`src/rtl/uart_tx_fifo_path.sv`:
```
// rtl/uart_tx_fifo_path.sv - byte FIFO drained by an 8N1 UART transmitter
module uart_tx_fifo_path #(
  parameter int DEPTH  = 16,
  parameter int ADDR_W = 4,
  parameter int CLK_HZ = 100_000_000,
  parameter int BAUD   = 9600
) (
  input  logic              clk,
  input  logic              rst,
  input  logic              TX_wr,
  input  logic [7:0]        TX_wdata,
  output logic              TX_full,
  output logic              TX_empty,
  output logic [ADDR_W:0]   TX_count,
  output logic              TX_ovf,
  output logic              tx,
  output logic              tx_busy
);

  localparam int DIV   = CLK_HZ / BAUD;
  localparam int CNT_W = $clog2(DIV);

  typedef enum logic [1:0] {IDLE, START, DATA, STOP} state_t;

  state_t            state_q, state_d;
  logic [ADDR_W:0]   wr_ptr_q, wr_ptr_d;
  logic [ADDR_W:0]   rd_ptr_q, rd_ptr_d;
  logic [CNT_W-1:0]  cnt_q, cnt_d;
  logic [2:0]        idx_q, idx_d;
  logic [7:0]        sh_q, sh_d;
  logic              tx_q, tx_d;
  logic              ovf_q, ovf_d;
  logic [7:0]        mem_q [DEPTH];

  logic [ADDR_W:0]   count;
  logic              full;
  logic              empty;
  logic              push;
  logic              baud_done;
  logic [2:0]        idx_nxt;

  assign count     = wr_ptr_q - rd_ptr_q;
  assign full      = (count == (ADDR_W+1)'(DEPTH));
  assign empty     = (count == '0);
  // Full is judged on registered pointers, so a same-cycle pop never frees a slot.
  assign push      = TX_wr & ~full;
  assign baud_done = (cnt_q == CNT_W'(DIV - 1));
  assign idx_nxt   = idx_q + 3'd1;

  always_comb begin
    state_d  = state_q;
    wr_ptr_d = wr_ptr_q;
    rd_ptr_d = rd_ptr_q;
    cnt_d    = cnt_q;
    idx_d    = idx_q;
    sh_d     = sh_q;
    tx_d     = tx_q;
    ovf_d    = TX_wr & full;

    if (push) begin
      wr_ptr_d = wr_ptr_q + (ADDR_W+1)'(1);
    end

    case (state_q)
      IDLE: begin
        tx_d  = 1'b1;
        cnt_d = '0;
        if (!empty) begin
          sh_d     = mem_q[rd_ptr_q[ADDR_W-1:0]];
          rd_ptr_d = rd_ptr_q + (ADDR_W+1)'(1);
          tx_d     = 1'b0;
          state_d  = START;
        end
      end
      START: begin
        if (baud_done) begin
          cnt_d   = '0;
          idx_d   = 3'd0;
          tx_d    = sh_q[0];
          state_d = DATA;
        end else begin
          cnt_d = cnt_q + CNT_W'(1);
        end
      end
      DATA: begin
        if (baud_done) begin
          cnt_d = '0;
          if (idx_q == 3'd7) begin
            tx_d    = 1'b1;
            state_d = STOP;
          end else begin
            idx_d = idx_nxt;
            tx_d  = sh_q[idx_nxt];
          end
        end else begin
          cnt_d = cnt_q + CNT_W'(1);
        end
      end
      STOP: begin
        if (baud_done) begin
          cnt_d   = '0;
          tx_d    = 1'b1;
          state_d = IDLE;
        end else begin
          cnt_d = cnt_q + CNT_W'(1);
        end
      end
      default: begin
        tx_d    = 1'b1;
        cnt_d   = '0;
        state_d = IDLE;
      end
    endcase
  end

  always_ff @(posedge clk or posedge rst) begin
    if (rst) begin
      state_q  <= IDLE;
      wr_ptr_q <= '0;
      rd_ptr_q <= '0;
      cnt_q    <= '0;
      idx_q    <= '0;
      sh_q     <= '0;
      tx_q     <= 1'b1;
      ovf_q    <= 1'b0;
    end else begin
      state_q  <= state_d;
      wr_ptr_q <= wr_ptr_d;
      rd_ptr_q <= rd_ptr_d;
      cnt_q    <= cnt_d;
      idx_q    <= idx_d;
      sh_q     <= sh_d;
      tx_q     <= tx_d;
      ovf_q    <= ovf_d;
    end
  end

  // Storage is never reset; only the pointers define what is valid.
  always_ff @(posedge clk) begin
    if (push) begin
      mem_q[wr_ptr_q[ADDR_W-1:0]] <= TX_wdata;
    end
  end

  assign TX_full  = full;
  assign TX_empty = empty;
  assign TX_count = count;
  assign TX_ovf   = ovf_q;
  assign tx       = tx_q;
  assign tx_busy  = (state_q != IDLE);

endmodule

```
`config.mk`:
```
export PLATFORM = sky130hd
export DESIGN_NAME = uart_tx_fifo_path
export DESIGN_NICKNAME = d
export VERILOG_FILES = /design/src/rtl/uart_tx_fifo_path.sv
export SDC_FILE = /design/constraint.sdc
export NUM_CORES = 1
export LEC_CHECK = 0
export ABC_AREA = 1
export CAP_MARGIN = 30
export CORE_MARGIN = 2
export CORE_UTILIZATION = 33
export CTS_BUF_LIST = sky130_fd_sc_hd__clkbuf_16
export DETAILED_ROUTE_END_ITERATION = 10
export PLACE_DENSITY = 0.48
export SYNTH_ARGS = -nofsm -noshare
export SYNTH_HDL_FRONTEND = slang
export SYNTH_SLANG_ARGS = --single-unit
```
`constraint.sdc`:
```
create_clock -name clk -period 3.4 [get_ports clk]
set_input_delay 0.68 -clock clk [delete_from_list [all_inputs] [get_ports clk]]
set_output_delay 0.68 -clock clk [all_outputs]
set_load 0.05 [all_outputs]
```
# Yosys cells after proc, flatten, opt, wreduce, memory -nomap -nowiden
# Memories as Yosys holds them, arrays and structs flattened. A register that Yosys moved wholly into a read port is not among the register bits.
# Index checks and enable logic that the tools add are counted.
dict set report word_totals {
  ff_bits 31
  ram_bits 128
  in_bits 11
  output_inout_bits 10
  elab_cells 61
  memories 1
}
dict set report op_classes {
  addsub 5
  n_lt_le_gt_ge 1
  eq_ne 12
  mux 22
  bitwise 4
  n_reduce_logical 9
}
# memory depth word_bits rd rd_ports_with_merged_regs write_ports line_no
set mem_list {}
lappend mem_list {mem_q 16 8 1 1 1 33} ;# logic [7:0] mem_q [DEPTH];
# op count
set op_table {}
lappend op_table {{one-hot mux 14 bit (2 select lines)} 1}
lappend op_table {{adder 14 x 1 -> 14 bit (second input constant)} 1}
lappend op_table {{== test 14 bit (second input constant)} 1}
lappend op_table {{two-way mux 14 bit} 1}
lappend op_table {{inequality test 2 bit (second input constant)} 6}
lappend op_table {{adder 5 x 1 -> 5 bit (second input constant)} 2}
lappend op_table {{two-way mux 2 bit} 5}
lappend op_table {{two-way mux 3 bit} 3}
lappend op_table {{two-way mux 1 bit} 8}
lappend op_table {{one-hot mux 2 bit (4 select lines)} 1}
lappend op_table {{one-hot mux 3 bit (2 select lines)} 1}
lappend op_table {{== test 5 bit (second input constant)} 1}
lappend op_table {{logical NOT 5 bit} 1}
lappend op_table {{AND reduction 5 bit} 1}
lappend op_table {{subtractor 5 bit} 1}
lappend op_table {{== test 2 bit (second input constant)} 2}
lappend op_table {{< comparator 3 x 4 -> 1 bit (second input constant)} 1}
lappend op_table {{one-hot mux 1 bit (4 select lines)} 1}
lappend op_table {{AND reduction 4 bit} 1}
lappend op_table {{nonzero test 2 bit} 2}
lappend op_table {{adder 3 x 1 -> 3 bit (second input constant)} 1}
lappend op_table {{binary-select mux 1 bit (select 3 bit)} 1}
lappend op_table {{== test 3 bit (second input constant)} 1}
lappend op_table {{AND reduction 3 bit} 1}
lappend op_table {{other kinds (6)} 8}

# Longest topological paths before layout
# Gate-level depths: netlist (run 1).
dict set report depth {
  word_depth 6
  ltp_mapped 14
  mapped_depth_nobuf 14
}

# Worst setup path before layout (run 1)
# No wires, ideal clock.
dict set report synth_path {
  path_type {flip-flop to flip-flop}
  start {register rd_ptr_q[1]}
  end {memory mem_q[10][0], enable pin}
  setup_ps 370
  arrival_ps 2984
  t_required_ps 3030
  path_slack_ps 46
  path_stages_with_launch 11
  n_path_buf 3
  synth_period_minus_slack_ps 3354
  cell_sequence {dfrtp_1 -> buf_2 -> clkbuf_2 -> inv_1 -> fa_1 -> xor2_1 -> nor2_2 -> nand3_4 -> nand2_2 -> buf_4 -> nor2_1}
}
dict set report synth_via {
  elab_chain_len 6
}
# item line_no
set synth_lines {}
lappend synth_lines {{start: declaration} 27} ;# logic [ADDR_W:0] rd_ptr_q, rd_ptr_d;
lappend synth_lines {{start signal: assignment} 129} ;# rd_ptr_q <= rd_ptr_d;
lappend synth_lines {{subtractor 5 bit} 42} ;# assign count = wr_ptr_q - rd_ptr_q;
lappend synth_lines {{net TX_count[2]} 14} ;# output logic [ADDR_W:0] TX_count,
lappend synth_lines {{== test 5 bit} 43} ;# assign full = (count == (ADDR_W+1)'(DEPTH));
lappend synth_lines {{NOT 1 bit} 46} ;# assign push = TX_wr & ~full;
lappend synth_lines {{bitwise AND 1 bit} 46}
lappend synth_lines {{two-way mux 1 bit} 140} ;# if (push) begin
lappend synth_lines {{two-way mux 1 bit (implied by the code)} 141} ;# mem_q[wr_ptr_q[ADDR_W-1:0]] <= TX_wdata;
lappend synth_lines {{end: declaration} 33}
# The timed path passes the listed nets, and every way through them passes these cells.

# Final worst setup path (run 1)
dict set report layout_path {
  start {register wr_ptr_q[0]}
  end {output TX_empty}
}
dict set report layout_via {
  elab_chain_len 2
}
# item line_no
set layout_lines {}
lappend layout_lines {{start: declaration} 26} ;# logic [ADDR_W:0] wr_ptr_q, wr_ptr_d;
lappend layout_lines {{start signal: assignment} 128} ;# wr_ptr_q <= wr_ptr_d;
lappend layout_lines {{subtractor 5 bit} 42}
lappend layout_lines {{logical NOT 5 bit} 44} ;# assign empty = (count == '0);
lappend layout_lines {{end: declaration} 13} ;# output logic TX_empty,
# No other way between the ends.

==> results.ini, run 1 <==
[logic_synthesis]
seq_area_frac_synth_pct=64.27
synth_top_cell_area_share_pct=51.24
avgSynthCellArea_um2=10.46
ys_ff_latch=167
yosys-top-cells-area=edfxtp_1 51%, dfrtp_1 13%, nand2_1 6.6%
synth_largest_area_cell=edfxtp_1
syn_nets=746
synth_flop_cell=edfxtp_1
async_flop_share_pct=23.35
synth_edf_count=128
yosys_warnings=0
yosys.cell_types.count=39
syn_area_um2=7501
synth_common_cells=132 x nand2_1, 132 x nor2_1, 128 x edfxtp_1
synth_cells=717

[worst_setup_path]
worstPathRequired_ns=2.72
timing.rr.start=wr_ptr_q[0]
worstSetupPathType=flip-flop to output pin
arrival_ns=2.54
slowest_stage=fa_1
cp-end-kind=output pin
slowest_delay_ns=0.43
crit_fanout=4
start_kind=flip-flop
crit_chain=inv_1, ha_1, inv_1, fa_1, or2_0, nor2_2, nand2_1, nor2_2, buf_12
crit_start=wr_ptr_q[0]

[cts]
cts_buffers=17
root_buffer=clkbuf_16
cts_tree=built
clock_latency_ns=0.43
htreeDepth=4
cts_resized=0
clock_sinks=167
clock_path_buffers=2
cts.clk_slew.worst_paths_ns=0.07

[routing]
drt-met1-wl_um=8733
top_layer_used=met4
via_per_inst=4.888
routedWlPerCell_um=17.52
met3WireLength_um=562
firstDrtPassIters=5
drtAntennaViolNets=0
wl_um=18120
drc=0
first_iter_violations=448
route.vias.total=5054
wl_met2_um=8580

[timing]
rsz0062_at_grt=false
min_period_ns=3.218
tns_ns=0
finalHoldViolCount=0
slew_violations=0
clock_skew_ns=0.01190
worst_slew_pin_slew_ns=0.9809
slew_headroom_pct=34.40
setup_viol=0
fin_crit_sh_pct=94.66
whs_ns=0.4577
fmax_ghz=0.3107

[placed_design]
port_buffers=20
finalWeightedCongestion=0.8594
post-place-cells=1002
dp_hpwl_um=12060

[layout]
multi_input_area_um2=2316
drive_gt1_share_pct=8.678
seqCellArea_um2=4823
diodes=0
layout.nets=765
area_delta_synth_final_pct=14.60
fillCellCount=2181
fin_cells=1034

[pwr]
total_power_uw=5570
power.density_nw_per_um2=648.0
p_leak_uw=0.003192
irDropWorstVdd_uv=399.7

[global_route]
grt_antenna_before_repair=0
grt_use_total_pct=15.99
grt_first_pass_wirelength_um=28710
grt_max_degree=68
grt-ovfl-total=0
grt_pass1_vias=5185

[min_path]
hold_start=cnt_q[0]
hp-class=flip-flop to flip-flop

[floorplanning]
core_region_area_um2=22500
pin_count=21
die_h_um=154.8
start_util_pct=33.33
die_w_um=154.8
die-area_um2=23950
rows=55

[status]
outcome=finished clean

[run]
drv_cap=0

cell families after synthesis:
family,count (synthesis),synth area share (%)
simple gates,313,17.13
flops,167,64.27
compound gates,123,9.124
buf+inv,83,4.854
fa+ha+maj,18,3.103
xor+xnor,13,1.518
critical path: cells and delay by family (launching register included):
family	cells	cell delay, ns
flops	1	0.41
fa+ha+maj	2	0.64
buf+inv	3	0.37
simple gates	4	0.68
placed cells by master, fill, tap and decap left out, types with 2 or more instances in the layout:
cell / n
o211ai_1: 16
clkinv_4: 3
xnor2_1: 3
clkdlybuf4s50_1: 14
buf_4: 9
ha_1: 17
inv_2: 2
inv_6: 3
nor2_1: 132
clkbuf_16: 17
nand2_1: 132
dfrtp_2: 2
inv_1: 50
clkinv_8: 3
edfxtp_1: 128
xor2_1: 10
dfrtp_1: 36
nor3_2: 2
nand4_1: 3
nor3_1: 4
nand2_2: 3
clkinv_1: 3
o21ai_0: 85
buf_12: 5
inv_8: 4
o21a_1: 3
o21ai_2: 3
a21oi_1: 11
nand3_1: 29
o31ai_1: 2
nor2_2: 2
metal layers:
layer  track usage [%]  vias up
met4             4.718        0
met5                 0        -
li1                  -     2465
met2             25.94       94
met1             21.71     2477
met3             3.362       18
final cells by class:
class | instances | area share (%)
flip-flops and latches | 167 | 56.11
clock buffers | 17 | 4.949
inverters | 55 | 2.431
multi-input cells | 467 | 26.94
repair buffers | 28 | 3.581
well taps | 285 | 4.148
clock inverters | 15 | 1.834
path summary, 6_finish.rpt:
path | end | slack, ns | depth (start not counted)
worst max-delay path | TX_empty | 0.18 | 9
worst min-delay path | cnt_q[0] | 0.46 | 1
worst max register to register | mem_q[9][3] | 0.31 | 9
worst min register to register | cnt_q[0] | 0.46 | 1
max in group asynchronous | rd_ptr_q[0] | 2.30 | 3
min in group asynchronous | wr_ptr_q[4] | 0.69 | 3
power by group:
| part | switching (uW) | internal [uW] |
|---|---|---|
| logic | 824 | 409 |
| registers | 76.0 | 2380 |
| clock network | 901 | 979 |
| total | 1800 | 3770 |
through the flow:
stage	cell area, um^2	util [%]	worst slack [ns]
finish	8596	38.20	0.1815
global route	8596	38.20	0.01983
CTS	8596	38.20	0.1281
detailed placement	8013	35.61	0.2422
global placement	8013	35.61	0.4103
floorplan	7501	-	0.04620
what timing repair did:
| action | 4_1_cts | 5_1_grt |
|---|---|---|
| endpoints found under the setup margin | 0 | 1 |
| setup buffers | 0 | 0 |
| hold buffers | 0 | 0 |
flip-flops by register name (all words and copies together), names as in the netlist:
register and cells:
TX_ovf 1, cnt_q 14, idx_q 3, mem_q 128, rd_ptr_q 5, sh_q 8, state_q 2, tx 1
wr_ptr_q 5
Power figures use the tool's default switching activity.
==> inputs of run 2 (changes only) <==
--- a/config.mk
+++ b/config.mk
@@ -9,7 +9,7 @@
 export CAP_MARGIN = 30
 export CORE_MARGIN = 2
 export CORE_UTILIZATION = 33
-export CTS_BUF_LIST = sky130_fd_sc_hd__clkbuf_16
+export CTS_BUF_LIST = sky130_fd_sc_hd__clkbuf_2
 export DETAILED_ROUTE_END_ITERATION = 10
 export PLACE_DENSITY = 0.48
 export SYNTH_ARGS = -nofsm -noshare
==> run 2 against run 1 <==
Against the previous run:
- sequential share of layout area increased by 1.4 points
- via count rose by 1.0%
- non-clock buffer count rose by 11
- utilization fell by 0.94 points
- clock power decreased by 45%
- critical path depth stayed put
- worst hold slack got worse by 0.15 ns
- die area is the same
==> results.ini, run 2 (synthesis gave the netlist of run 1 again) <==
[global_route]
grt_max_degree=68  ; unchanged
grt_first_pass_wirelength_um=28480  ; -0.82%
grt_use_total_pct=15.82  ; -0.17 points
grt_pass1_vias=5203  ; +0.35%
grt-ovfl-total=0  ; unchanged
grt_antenna_before_repair=1  ; +1

[routing]
routedWlPerCell_um=17.28  ; -1.4%
wl_um=18070  ; -0.27%
firstDrtPassIters=6  ; +1
via_per_inst=4.880  ; -0.15%
first_iter_violations=436  ; -2.7%
route.vias.total=5105  ; +1.0%
drc=0  ; unchanged
drtAntennaViolNets=0  ; unchanged

[timing]
setup_viol=0  ; unchanged
tns_ns=0  ; unchanged
fmax_ghz=0.2961  ; -4.7%
finalHoldViolCount=0  ; unchanged
worst_slew_pin_slew_ns=0.9502  ; -0.03068 ns
slew_headroom_pct=36.45  ; +2.1 points
min_period_ns=3.377  ; +0.1587 ns
rsz0062_at_grt=true
clock_skew_ns=0.04144  ; +0.02955 ns
fin_crit_sh_pct=99.33  ; +4.7 points
slew_violations=0  ; unchanged

[run]
drv_cap=0  ; unchanged

[placed_design]
dp_hpwl_um=12060  ; unchanged
finalWeightedCongestion=0.8594  ; unchanged
port_buffers=20  ; unchanged

[layout]
area_delta_synth_final_pct=11.78
layout_commonest_cell=nor2_1
layout.nets=776  ; +1.4%
multi_input_area_um2=2350  ; +1.5%
layout_common_cells=132 x nor2_1, 131 x nand2_1, 128 x edfxtp_1, 85 x o21ai_0, 46 x inv_1
largest_reg_flops=128  ; unchanged
seqCellArea_um2=4823  ; unchanged
fillCellCount=2199  ; +0.83%
drive_gt1_share_pct=11.32  ; +2.6 points

[worst_setup_path]
worstSetupPathType=flip-flop to output pin
cp-end-kind=output pin
start_kind=flip-flop
arrival_ns=2.70  ; +0.16 ns
worstPathRequired_ns=2.72  ; about the same
rr_worst_depth=10  ; +1
crit_fanout=3  ; -1

[pwr]
irDropWorstVdd_uv=490.6  ; +23%
p_leak_uw=0.003103  ; -2.8%
power.density_nw_per_um2=581.7  ; -10%
total_power_uw=4877  ; -12%

[cts]
cts_tree=built
cts_buffers=17  ; unchanged
clock_latency_ns=0.75  ; +0.32 ns
clock_path_buffers=2  ; unchanged
cts_hold_buf=0  ; unchanged
root_buffer=clkbuf_2
cts.clk_slew.worst_paths_ns=0.28  ; +0.21 ns
clock_sinks=167  ; unchanged
htreeDepth=4  ; unchanged

[floorplanning]
core_region_area_um2=22500  ; unchanged
die_w_um=154.8  ; unchanged
rows=55  ; unchanged
pin_count=21  ; unchanged
die_h_um=154.8  ; unchanged
start_util_pct=33.33  ; unchanged
die-area_um2=23950  ; unchanged

[min_path]
hp-class=input pin to asynchronous set/reset pin

[status]
outcome=finished clean

[run 2: changes by cell type in the layout (fill, tap and decap cells not counted), moves of 2 or more]
| cell | before | now |
|---|---|---|
| clkinvlp_4 | 1 | 3 |
| buf_4 | 9 | 20 |
| clkbuf_2 | 0 | 17 |
| inv_1 | 50 | 46 |
| clkbuf_16 | 17 | 0 |
| inv_2 | 2 | 4 |
[run 2: worst paths after layout]
kind	start	to	slack, ns
max	wr_ptr_q[0]	TX_empty	0.02
min	rst	wr_ptr_q[4]	0.31
max reg2reg	rd_ptr_q[2]	mem_q[9][3]	0.52
min reg2reg	cnt_q[0]	cnt_q[0]	0.48
max in group asynchronous	rst	cnt_q[13]	2.67
min in group clk	cnt_q[0]	cnt_q[0]	0.48
[run 2: timing repair]
action	CTS	global route
buffers inserted	6	5
setup endpoints to repair	3	4
gates cloned	0	0
pin swaps	6	6
gates resized for setup	10	3
[run 2: routing by layer]
| layer | up-vias | GRT usage [%] | share of wire, % |
|---|---|---|---|
| met3 | 19 | 3.222 | 3.6 |
| met2 | 106 | 25.62 | 47 |
| met4 | 0 | 4.938 | 1.6 |
| li1 | 2479 | - | - |
| met1 | 2501 | 21.47 | 48 |
| met5 | - | 0 | 0 |
[run 2: area by class of cell]
cell class / instances / area share (%)
flip-flops and latches: 167 / 57.53
multi-input cells: 467 / 28.03
repair buffers: 39 / 4.656
well taps: 285 / 4.253
inverters: 55 / 2.612
clock inverters: 15 / 1.880
clock buffers: 17 / 1.015
diodes: 1 / 0.02985
[run 2: through the flow]
| stage | std cells | worst slack, ns | cell area, um^2 | util [%] | hold WS, ns |
|---|---|---|---|---|---|
| after floorplan | 717 | 0.04620 | 7501 | - | 0.4329 |
| after global placement | 1002 | 0.4103 | 8013 | 35.61 | 0.4439 |
| after detailed placement | 1002 | 0.2422 | 8013 | 35.61 | 0.4511 |
| after CTS | 1040 | -0.05691 | 8333 | 37.03 | 0.2666 |
| after global routing | 1046 | -0.1707 | 8384 | 37.26 | 0.2689 |
| final | 1046 | 0.02281 | 8384 | 37.26 | 0.3063 |
[run 2: power by group]
| group | switching, uW | leakage, uW | total, uW | internal (uW) |
|---|---|---|---|---|
| clock | 803 | 0.000143 | 1040 | 240 |
| combinational | 872 | 0.00131 | 1380 | 509 |
| sequential | 73.8 | 0.00165 | 2450 | 2380 |
[run 2: worst max-delay path: stages, from the launching register on]
cell     delay [ns]
dfrtp_1        0.44
inv_2          0.06
ha_4           0.16
inv_4          0.05
fa_2           0.42
or2_0          0.24
nor2_2         0.21
nand2_2        0.10
nor2_4         0.12
buf_12         0.14
==> inputs of run 3 (changes only) <==
--- a/config.mk
+++ b/config.mk
@@ -5,13 +5,13 @@
 export SDC_FILE = /design/constraint.sdc
 export NUM_CORES = 1
 export LEC_CHECK = 0
-export ABC_AREA = 1
 export CAP_MARGIN = 30
 export CORE_MARGIN = 2
 export CORE_UTILIZATION = 33
 export CTS_BUF_LIST = sky130_fd_sc_hd__clkbuf_2
 export DETAILED_ROUTE_END_ITERATION = 10
-export PLACE_DENSITY = 0.48
+export DONT_BUFFER_PORTS = 1
+export PLACE_DENSITY = 0.47
 export SYNTH_ARGS = -nofsm -noshare
 export SYNTH_HDL_FRONTEND = slang
 export SYNTH_SLANG_ARGS = --single-unit
==> run 3 against run 2 <==
Against the previous run:
- the run now ends with negative setup slack left
- critical path depth fell by 1
- global-route usage fell by 1.6 points
- sequential power up 11%
- critical endpoint is now TX_full
- highest routed layer unchanged
==> results.ini, run 3 <==
[routing]
routedWlPerCell_um=20.26  ; +17%
via_per_inst=4.963  ; +1.7%
drtAntennaViolNets=0  ; unchanged
wl_um=15160  ; -16%
firstDrtPassIters=4  ; -2
drc=0  ; unchanged
first_iter_violations=268  ; -39%
route.vias.total=3712  ; -27%

[layout]
fillCellCount=1974  ; -10%
layout.nets=487  ; -37%
layout_common_cells=128 x edfxtp_1, 37 x dfrtp_1, 33 x mux4_2, 27 x nor2_1, 24 x buf_4
post-route-util_pct=38.15  ; +0.89 points
fin_area_um2=8045  ; -4.0%
layout_commonest_cell=edfxtp_1
drive_gt1_share_pct=27.18  ; +16 points
largest_reg_flops=128  ; unchanged
area_delta_synth_final_pct=13.06

[floorplanning]
die_w_um=150.8  ; -2.5%
die_h_um=150.8  ; -2.5%
core_region_area_um2=21090  ; -6.3%
die-area_um2=22750  ; -5.0%
start_util_pct=33.74  ; +0.41 points
rows=53  ; -3.6%
pin_count=21  ; unchanged

[placed_design]
post-place-ws_ns=0.2903  ; +0.04807 ns
placed_area_um2=7488  ; -6.5%
finalWeightedCongestion=0.7435  ; -13%
dp_hpwl_um=9494  ; -21%
port_buffers=0  ; -100%

[timing]
rsz0062_at_grt=true
slew_violations=0  ; unchanged
fmax_ghz=0.2812  ; -5.0%
slew_headroom_pct=39.74  ; +3.3 points
fin_crit_sh_pct=104.6  ; +5.3 points
fin_ws_ns=-0.1567  ; -0.1795 ns
finalHoldViolCount=0  ; unchanged
setup_viol=2  ; +2
clock_skew_ns=0.05622  ; +0.01478 ns
min_period_ns=3.557  ; +0.1795 ns
worst_slew_pin_slew_ns=0.9029  ; -0.04734 ns

[worst_setup_path]
cp-end-kind=output pin
crit_fanout=3  ; unchanged
worstSetupPathType=flip-flop to output pin
arrival_ns=2.88  ; +0.18 ns
worstPathRequired_ns=2.72  ; about the same
start_kind=flip-flop

[run]
drv_cap=0  ; unchanged

[cts]
clock_sinks=167  ; unchanged
cts_tree=built
cts_buffers=17  ; unchanged
htreeDepth=4  ; unchanged
root_buffer=clkbuf_2
clock_path_buffers=2  ; unchanged
cts.clk_slew.worst_paths_ns=0.31  ; +0.03 ns
clock_latency_ns=0.74  ; about the same

[status]
outcome=finished, violations left
violations=negative setup slack

[pwr]
p_int_uw=4105  ; +31%
irDropWorstVdd_uv=480.4  ; -2.1%
seqPwrFrac_pct=39.1  ; -11 points
netSwitchingPower_uw=2883  ; +65%
p_leak_uw=0.002887  ; -7.0%
clkPwrFrac_pct=16.1  ; -5.3 points
combPwrFrac_pct=44.8  ; +16 points
power.density_nw_per_um2=868.5  ; +49%
switching_share_pct=41.26  ; +5.4 points

[logic_synthesis]
yosys_warnings=0  ; unchanged
seq_area_frac_synth_pct=67.75  ; +3.5 points
synth_most_common_cell=edfxtp_1
synth_flop_cell=edfxtp_1
synth_common_cells=128 x edfxtp_1, 38 x dfrtp_1, 33 x mux4_2
async_flop_share_pct=23.35  ; unchanged
yosys.cell_types.count=53  ; +36%
ys_ff_latch=167  ; unchanged
yosys-top-cells-area=edfxtp_1 54%, dfrtp_1 13%, mux4_2 10%
synth_largest_area_cell=edfxtp_1
synth_cells=412  ; -43%
syn_nets=441  ; -41%
avgSynthCellArea_um2=17.27  ; +65%
synth_edf_count=128  ; unchanged
syn_area_um2=7116  ; -5.1%
synth_top_cell_area_share_pct=54.02  ; +2.8 points

[min_path]
hp-class=input pin to flip-flop

[global_route]
grt_pass1_vias=3859  ; -26%
grt_max_degree=36  ; -47%
grt_first_pass_wirelength_um=23160  ; -19%
grt_antenna_before_repair=1  ; unchanged
grt_use_total_pct=14.24  ; -1.6 points
grt-ovfl-total=0  ; unchanged

==> run 3: cell count changes after synthesis, moves of 7 or more <==
cell      previous run  this run
a21oi_1             11         4
a22oi_1              0        18
and3_1               0        12
buf_2               15         2
inv_1               50        14
mux2_2               0        10
mux4_2               0        33
nand2_1            132        17
nand3_1             29         7
nor2_1             132        27
o211ai_1            16         1
o21ai_0             85         4
==> run 3: power by group through the flow <==
stage | clock network (uW) | registers [uW] | logic (uW)
3_5_place_dp | 0 | 2780 | 2930
5_1_grt | 1240 | 2770 | 3370
3_3_place_gp | 0 | 2770 | 2910
6_report | 1130 | 2730 | 3130
2_1_floorplan | 0 | 2720 | 2250
4_1_cts | 1170 | 2740 | 3120
==> run 3: cell type report <==
class	instances	area (um^2)	area share (%)
Clock buffer	17	85.08	1.058
Inverter	14	52.55	0.6532
Timing Repair Buffer	38	331.6	4.121
Multi-Input combinational cell	220	2211	27.48
Sequential cell	167	4822	59.94
Tap cell	275	344.1	4.277
Antenna cell	2	5.005	0.06221
Clock inverter	15	193.9	2.411
==> run 3: per-layer routing <==
metal / share of wire, % / GRT usage, % / vias up
met1: 45 / 18.57 / 1950
met3: 3.3 / 3.163 / 7
met5: 0 / 0 / -
met4: 0.79 / 2.991 / 0
li1: - / - / 1712
met2: 51 / 24.52 / 43
==> run 3: what timing repair did <==
| item | in CTS | in global routing |
|---|---|---|
| gates resized for setup | 6 | 2 |
| buffers inserted | 13 | 3 |
| hold buffers | 12 | 0 |
| endpoints found under the setup margin | 3 | 3 |
| endpoints found under the hold margin | 145 | 0 |
| pin swaps | 6 | 2 |
==> run 3: worst paths after layout <==
check / depth (start not counted) / end / startpoint / slack (ns)
setup / recovery: 8 / TX_full / wr_ptr_q[0] / -0.16
hold / removal: 3 / wr_ptr_q[2] / TX_wr / 0.16
setup reg to reg: 10 / mem_q[10][7] / wr_ptr_q[0] / 0.39
hold reg to reg: 1 / cnt_q[0] / cnt_q[0] / 0.51
max in group asynchronous: 3 / tx / rst / 2.03
min in group asynchronous: 2 / TX_ovf / rst / 0.51
==> run 3: cell families (layout without fill, tap and decap cells) <==
| group | Yosys count | in the layout | synth area share (%) |
|---|---|---|---|
| mux | 46 | 46 | 12.52 |
| xor+xnor | 22 | 22 | 2.708 |
| buf+inv | 25 | 84 | 1.723 |
| flops | 167 | 167 | 67.75 |
| simple gates | 94 | 94 | 7.438 |
| fa+ha+maj | 18 | 18 | 3.271 |
| compound gates | 40 | 40 | 4.590 |
| other cells | 0 | 2 | 0 |
==> run 3: critical path: stages (launching register included) <==
cell and delay, ns:
dfrtp_1 0.46, inv_2 0.09, ha_4 0.13, inv_2 0.03
fa_2 0.44, nand3b_1 0.19, a211o_4 0.30, a211oi_4 0.30
buf_6 0.20
==> run 3: per-stage QoR <==
step / TNS [ns] / total power, uW / cells / hold slack, ns
2_1_floorplan: 0 / 4976 / 412 / 0.4479
3_3_place_gp: 0 / 5683 / 686 / 0.4623
3_5_place_dp: 0 / 5706 / 686 / 0.4798
4_1_cts: -0.3483 / 7022 / 743 / 0.08472
5_1_grt: -0.6182 / 7378 / 748 / 0.1017
6_report: -0.2715 / 6987 / 748 / 0.1613
